File: src/rtl/fpdiv_ctrl.sv
// Sequencing FSM for a Goldschmidt divider: steers the shared multiplier's operand
// muxes and the rega/regb/regc load enables, then pulses done when regb holds the quotient.
module fpdiv_ctrl #(
    parameter int unsigned ITERS = 3
) (
    input  logic       clk,
    input  logic       reset,
    input  logic       start,
    input  logic       flush,
    output logic [1:0] sel_muxa,
    output logic [1:0] sel_muxb,
    output logic       loada,
    output logic       loadb,
    output logic       loadc,
    output logic       busy,
    output logic       done,
    output logic [2:0] iter
);

    localparam logic [2:0] S_IDLE = 3'd0;
    localparam logic [2:0] S_Q0   = 3'd1;
    localparam logic [2:0] S_D0   = 3'd2;
    localparam logic [2:0] S_QN   = 3'd3;
    localparam logic [2:0] S_DN   = 3'd4;
    localparam logic [2:0] S_RND  = 3'd5;
    localparam logic [2:0] S_DONE = 3'd6;

    localparam bit         SINGLE    = (ITERS == 1);
    localparam logic [2:0] LAST_ITER = 3'(ITERS - 1);

    logic [2:0] state_q, state_d;
    logic [2:0] iter_q, iter_d;

    // The final iteration stops after its Q step; D is only refined when another Q follows.
    always_comb begin
        state_d = state_q;
        iter_d  = iter_q;
        if (flush) begin
            state_d = S_IDLE;
        end else begin
            case (state_q)
                S_IDLE: begin
                    if (start) begin
                        state_d = S_Q0;
                        iter_d  = '0;
                    end
                end
                S_Q0:   state_d = SINGLE ? S_RND : S_D0;
                S_D0: begin
                    state_d = S_QN;
                    iter_d  = iter_q + 3'd1;
                end
                S_QN:   state_d = (iter_q == LAST_ITER) ? S_RND : S_DN;
                S_DN: begin
                    state_d = S_QN;
                    iter_d  = iter_q + 3'd1;
                end
                S_RND:  state_d = S_DONE;
                S_DONE: begin
                    if (start) begin
                        state_d = S_Q0;
                        iter_d  = '0;
                    end else begin
                        state_d = S_IDLE;
                    end
                end
                default: state_d = S_IDLE;
            endcase
        end
    end

    always_ff @(posedge clk or negedge reset) begin
        if (!reset) begin
            state_q <= S_IDLE;
            iter_q  <= '0;
        end else begin
            state_q <= state_d;
            iter_q  <= iter_d;
        end
    end

    always_comb begin
        sel_muxa = 2'd0;
        sel_muxb = 2'd0;
        loada    = 1'b0;
        loadb    = 1'b0;
        loadc    = 1'b0;
        busy     = 1'b0;
        done     = 1'b0;
        case (state_q)
            S_Q0: begin
                sel_muxa = 2'd2;
                sel_muxb = 2'd1;
                loadb    = 1'b1;
                busy     = 1'b1;
            end
            S_D0: begin
                sel_muxa = 2'd2;
                sel_muxb = 2'd0;
                loada    = 1'b1;
                loadc    = 1'b1;
                busy     = 1'b1;
            end
            S_QN: begin
                sel_muxa = 2'd0;
                sel_muxb = 2'd2;
                loadb    = 1'b1;
                busy     = 1'b1;
            end
            S_DN: begin
                sel_muxa = 2'd0;
                sel_muxb = 2'd3;
                loada    = 1'b1;
                loadc    = 1'b1;
                busy     = 1'b1;
            end
            S_RND: begin
                sel_muxa = 2'd1;
                sel_muxb = 2'd2;
                loadc    = 1'b1;
                busy     = 1'b1;
            end
            S_DONE:  done = 1'b1;
            default: ;
        endcase
    end

    assign iter = iter_q;

endmodule

File: config.mk
export PLATFORM = sky130hd
export DESIGN_NAME = fpdiv_ctrl
export DESIGN_NICKNAME = d
export VERILOG_FILES = /design/src/rtl/fpdiv_ctrl.sv
export SDC_FILE = /design/constraint.sdc
export NUM_CORES = 1
export LEC_CHECK = 0
export BUFFER_PORTS_ARGS = -buffer_cell sky130_fd_sc_hd__buf_4
export CAP_MARGIN = 20
export CORE_AREA = 2 2 39 41
export CTS_BUF_LIST = sky130_fd_sc_hd__clkbuf_8
export DETAILED_ROUTE_END_ITERATION = 10
export DIE_AREA = 0 0 41 43
export PLACE_DENSITY_LB_ADDON = 0.1
export SKIP_LAST_GASP = 1
export SYNTH_ARGS = -nofsm -noshare
export SYNTH_HDL_FRONTEND = slang
export SYNTH_SLANG_ARGS = --single-unit
File: constraint.sdc
create_clock -name clk -period 1.65 [get_ports clk]
set_clock_uncertainty 0.1 [all_clocks]
set_input_delay 0.0825 -clock clk [delete_from_list [all_inputs] [get_ports clk]]
set_output_delay 0.0825 -clock clk [all_outputs]
set_load 0.02 [all_outputs]
==> impl_results.md <==
- Synth Cell Area: 450 um2
- Area of the placeable core: around 1400 um2
- Top-level port count: 16
- DP HPWL: 679 um
- Delay of the slowest cell on the worst path: approximately 580 ps
- Cell with the largest stage delay on the worst path: sky130_fd_sc_hd__dfrtp_1
- Placed standard-cell area: approximately 550 um2
- Final #Nets: a little over 70
- Flip-flop and latch count after synthesis: 6
- Result of the run: completed
- Floorplan row count: 14
- Setup repair after global routing missed its margin: false
- Post CTS Setup Buffer Count: 0
- Crit. End Element: output pin
- Critical Path, Cell by Cell: nor2b_4 > and2_1 > buf_4
- Drt total wl: around 870 um
- Count of input and output buffers: 15
- Global-route wire length before repair: about 1400 um
- Clock root buffer master: sky130_fd_sc_hd__clkbuf_8
- Die boundary width: 41 um
- Critical Path AT: approximately 1400 ps
- Antenna violations before repair: 0
- Transition time at the pin with the least slew margin: 435 ps
- Worst R2R Path Depth: 3
- Most frequent cells in the layout: sky130_fd_sc_hd__buf_4, sky130_fd_sc_hd__nor2_1, sky130_fd_sc_hd__dfrtp_1
- Area enclosed by the die boundary: 1760 um2
- Floorplan die height: 43 um
- Post-cts repair resize count: 0
- Buf+Inv Stages, Crit Path: 1
- Routed length per placed instance: around 11 um
- Worst reg-to-reg setup slack: approximately 300 ps
- Worst r2r src: state_q[2]
- Starting Density: about a third
- Worst hold slack across all endpoints: between 100 and 150 ps
- Syn_nets: 52
- Kind of path behind the tightest hold check: input pin to asynchronous set/reset pin
- Final critical path time including I/O delays and setup: around 1600 ps
- Vias after detailed routing: between 300 and 400
- Setup tns final: 0 ps
- Routed via count divided by cell count: between 4 and 5
- Power per unit of standard cell area: approximately 1200 nW/um2
- Required time of the critical path: 1470 ps
- Mean cell area of the mapped netlist: 9.79 um2
- Fill cell instance count of the final layout: 140
- Hold Violations, Final: 0
- Worst Path Class, Setup: flop to output pin
- Initial DRC count: 3
- Maximum clock frequency: around 640 MHz
- Share of final-layout standard cells stronger than drive strength 1: 36.5%
- Peak ir drop on the vdd network: about 890 uV
- Pre-antenna DRT Iters: 2
- Total congestion overflow after global routing: 0
- Synthesis Warnings: 0
- Aggregate global-route resource usage: between 10% and 20%
- Count of antenna-violating nets left after detailed routing: 0
- Buffer depth of the longest clock path: 2
- Fin area: between 600 and 700 um2
- Max-capacitance violation count: 0
- Endpoints failing setup: 0
- Kind of start point of the critical path: flop
- TritonCTS clock tree: built
- Via count of the first global-routing pass: 345
- # H-tree levels: 1
- Clock insertion delay at the later pin of the skew report: between 200 and 250 ps
- Sequential cell area in the final layout: 150 um2
- # DRC: 0
- Maximum net fanout on the critical path: 10
- Combined area of the multi-input logic cells: approximately 260 um2
- Number of instances in the synthesized netlist: 46
- CTS clk-pin slew, worst paths: around 40 ps
- Diodes inserted: 0
- Num CTS Buffers: 3
- Pleak: 0.311 nW
- Gpl congestion: between 0.7 and 0.8
- Slew Viols, Final: 0
- Area delta synth->final: 35.6%
- Relative slew slack: a little under three quarters
- Yosys cell types: 21
- Ratio of final minimum period to clock period: about 94%
- Maximum number of pins on one net before global-route repair: 13
- Commonest non-fill, non-tap cell in the layout: sky130_fd_sc_hd__buf_4
- R2R Path End: iter[0]
- # clock sinks: 6
- Cell family with most CP delay: flip-flops
- Share of the yosys chip area belonging to registers: roughly 33%
cell families (layout without fill, tap and decap cells):
group | Yosys count | after routing | synth area share [%]
adder cells (fa/ha/maj) | 2 | 2 | 5.55
AO/OA/AOI/OAI | 11 | 11 | 18.9
AND/OR/NAND/NOR | 18 | 18 | 24.7
XOR/XNOR | 3 | 3 | 7.50
flip-flops | 6 | 6 | 33.3
buffers and inverters | 6 | 23 | 10.0
Yosys cell counts, drive strengths merged:
cell	n	area, um2
dfrtp	6	150
nor2	6	22.5
a21o	4	30.0
nor2b	4	40.0
a21oi	3	15.0
buf	3	33.8
inv	3	11.3
nor3	3	15.0
xnor2	3	33.8
ha	2	25.0
nor4	2	12.5
o21ai	2	10.0
and2	1	6.26
and3	1	6.26
nor4b	1	8.76
o2bb2ai	1	8.76
o31ai	1	21.3
worst reg2reg max path: stages, from the launching register on:
cell                      delay [ps]
sky130_fd_sc_hd__dfrtp_1         580
sky130_fd_sc_hd__nor2b_4         300
sky130_fd_sc_hd__o31ai_4          80
sky130_fd_sc_hd__a21o_1          180
final cells by class:
type | count | share of cell area (%)
tap | 16 | 3.28
clock buffer | 3 | 6.76
multi-input combinational | 34 | 41.8
timing repair buffer | 17 | 21.7
inverter | 3 | 1.84
sequential | 6 | 24.6
worst max path at each step:
| stage | slack, ps | cells past startpoint | to | start |
|---|---|---|---|---|
| final | 90 | 3 | sel_muxa[0] | state_q[2] |
| after floorplan | 340 | 4 | iter[1] | iter[0] |
| after detailed placement | 290 | 3 | iter[0] | state_q[2] |
| after CTS | 90 | 3 | sel_muxa[0] | state_q[2] |
| after global routing | 30 | 3 | sel_muxa[0] | state_q[2] |
| after global placement | 290 | 3 | iter[0] | state_q[2] |
stage by stage:
step	cells	util (%)	worst slack, ps	total power, mW
floorplan	46	-	343	0.407
global placement	74	39.7	287	0.510
detailed placement	74	39.7	291	0.508
CTS	79	44.1	85.5	0.731
global route	79	44.1	33.3	0.776
finish	79	44.1	92.7	0.721
power breakdown:
part           leakage [nW]  internal [mW]  switching (mW)  total (mW)
Combinational         0.209          0.133           0.141       0.273
Sequential           0.0803          0.178          0.0543       0.233
Clock                0.0216          0.156          0.0581       0.214
Total                 0.311          0.467           0.253       0.721
timing repair:
action / in CTS / in global routing
setup endpoints to repair: 0 / 0
hold buffers: 2 / 0
hold endpoints to repair: 8 / 0
flip-flops by register name (all words and copies together), names as in the netlist:
register / cells
state_q: 3
iter: 3
per-layer routing:
metal | vias up | track usage (%) | wire length [um]
met4 | 0 | 4.00 | 12
met5 | - | 0 | 0
met2 | 12 | 18.1 | 396
met1 | 176 | 15.5 | 411
met3 | 2 | 6.28 | 54
li1 | 195 | - | -
No activity file was read; power rests on OpenSTA's default activity.
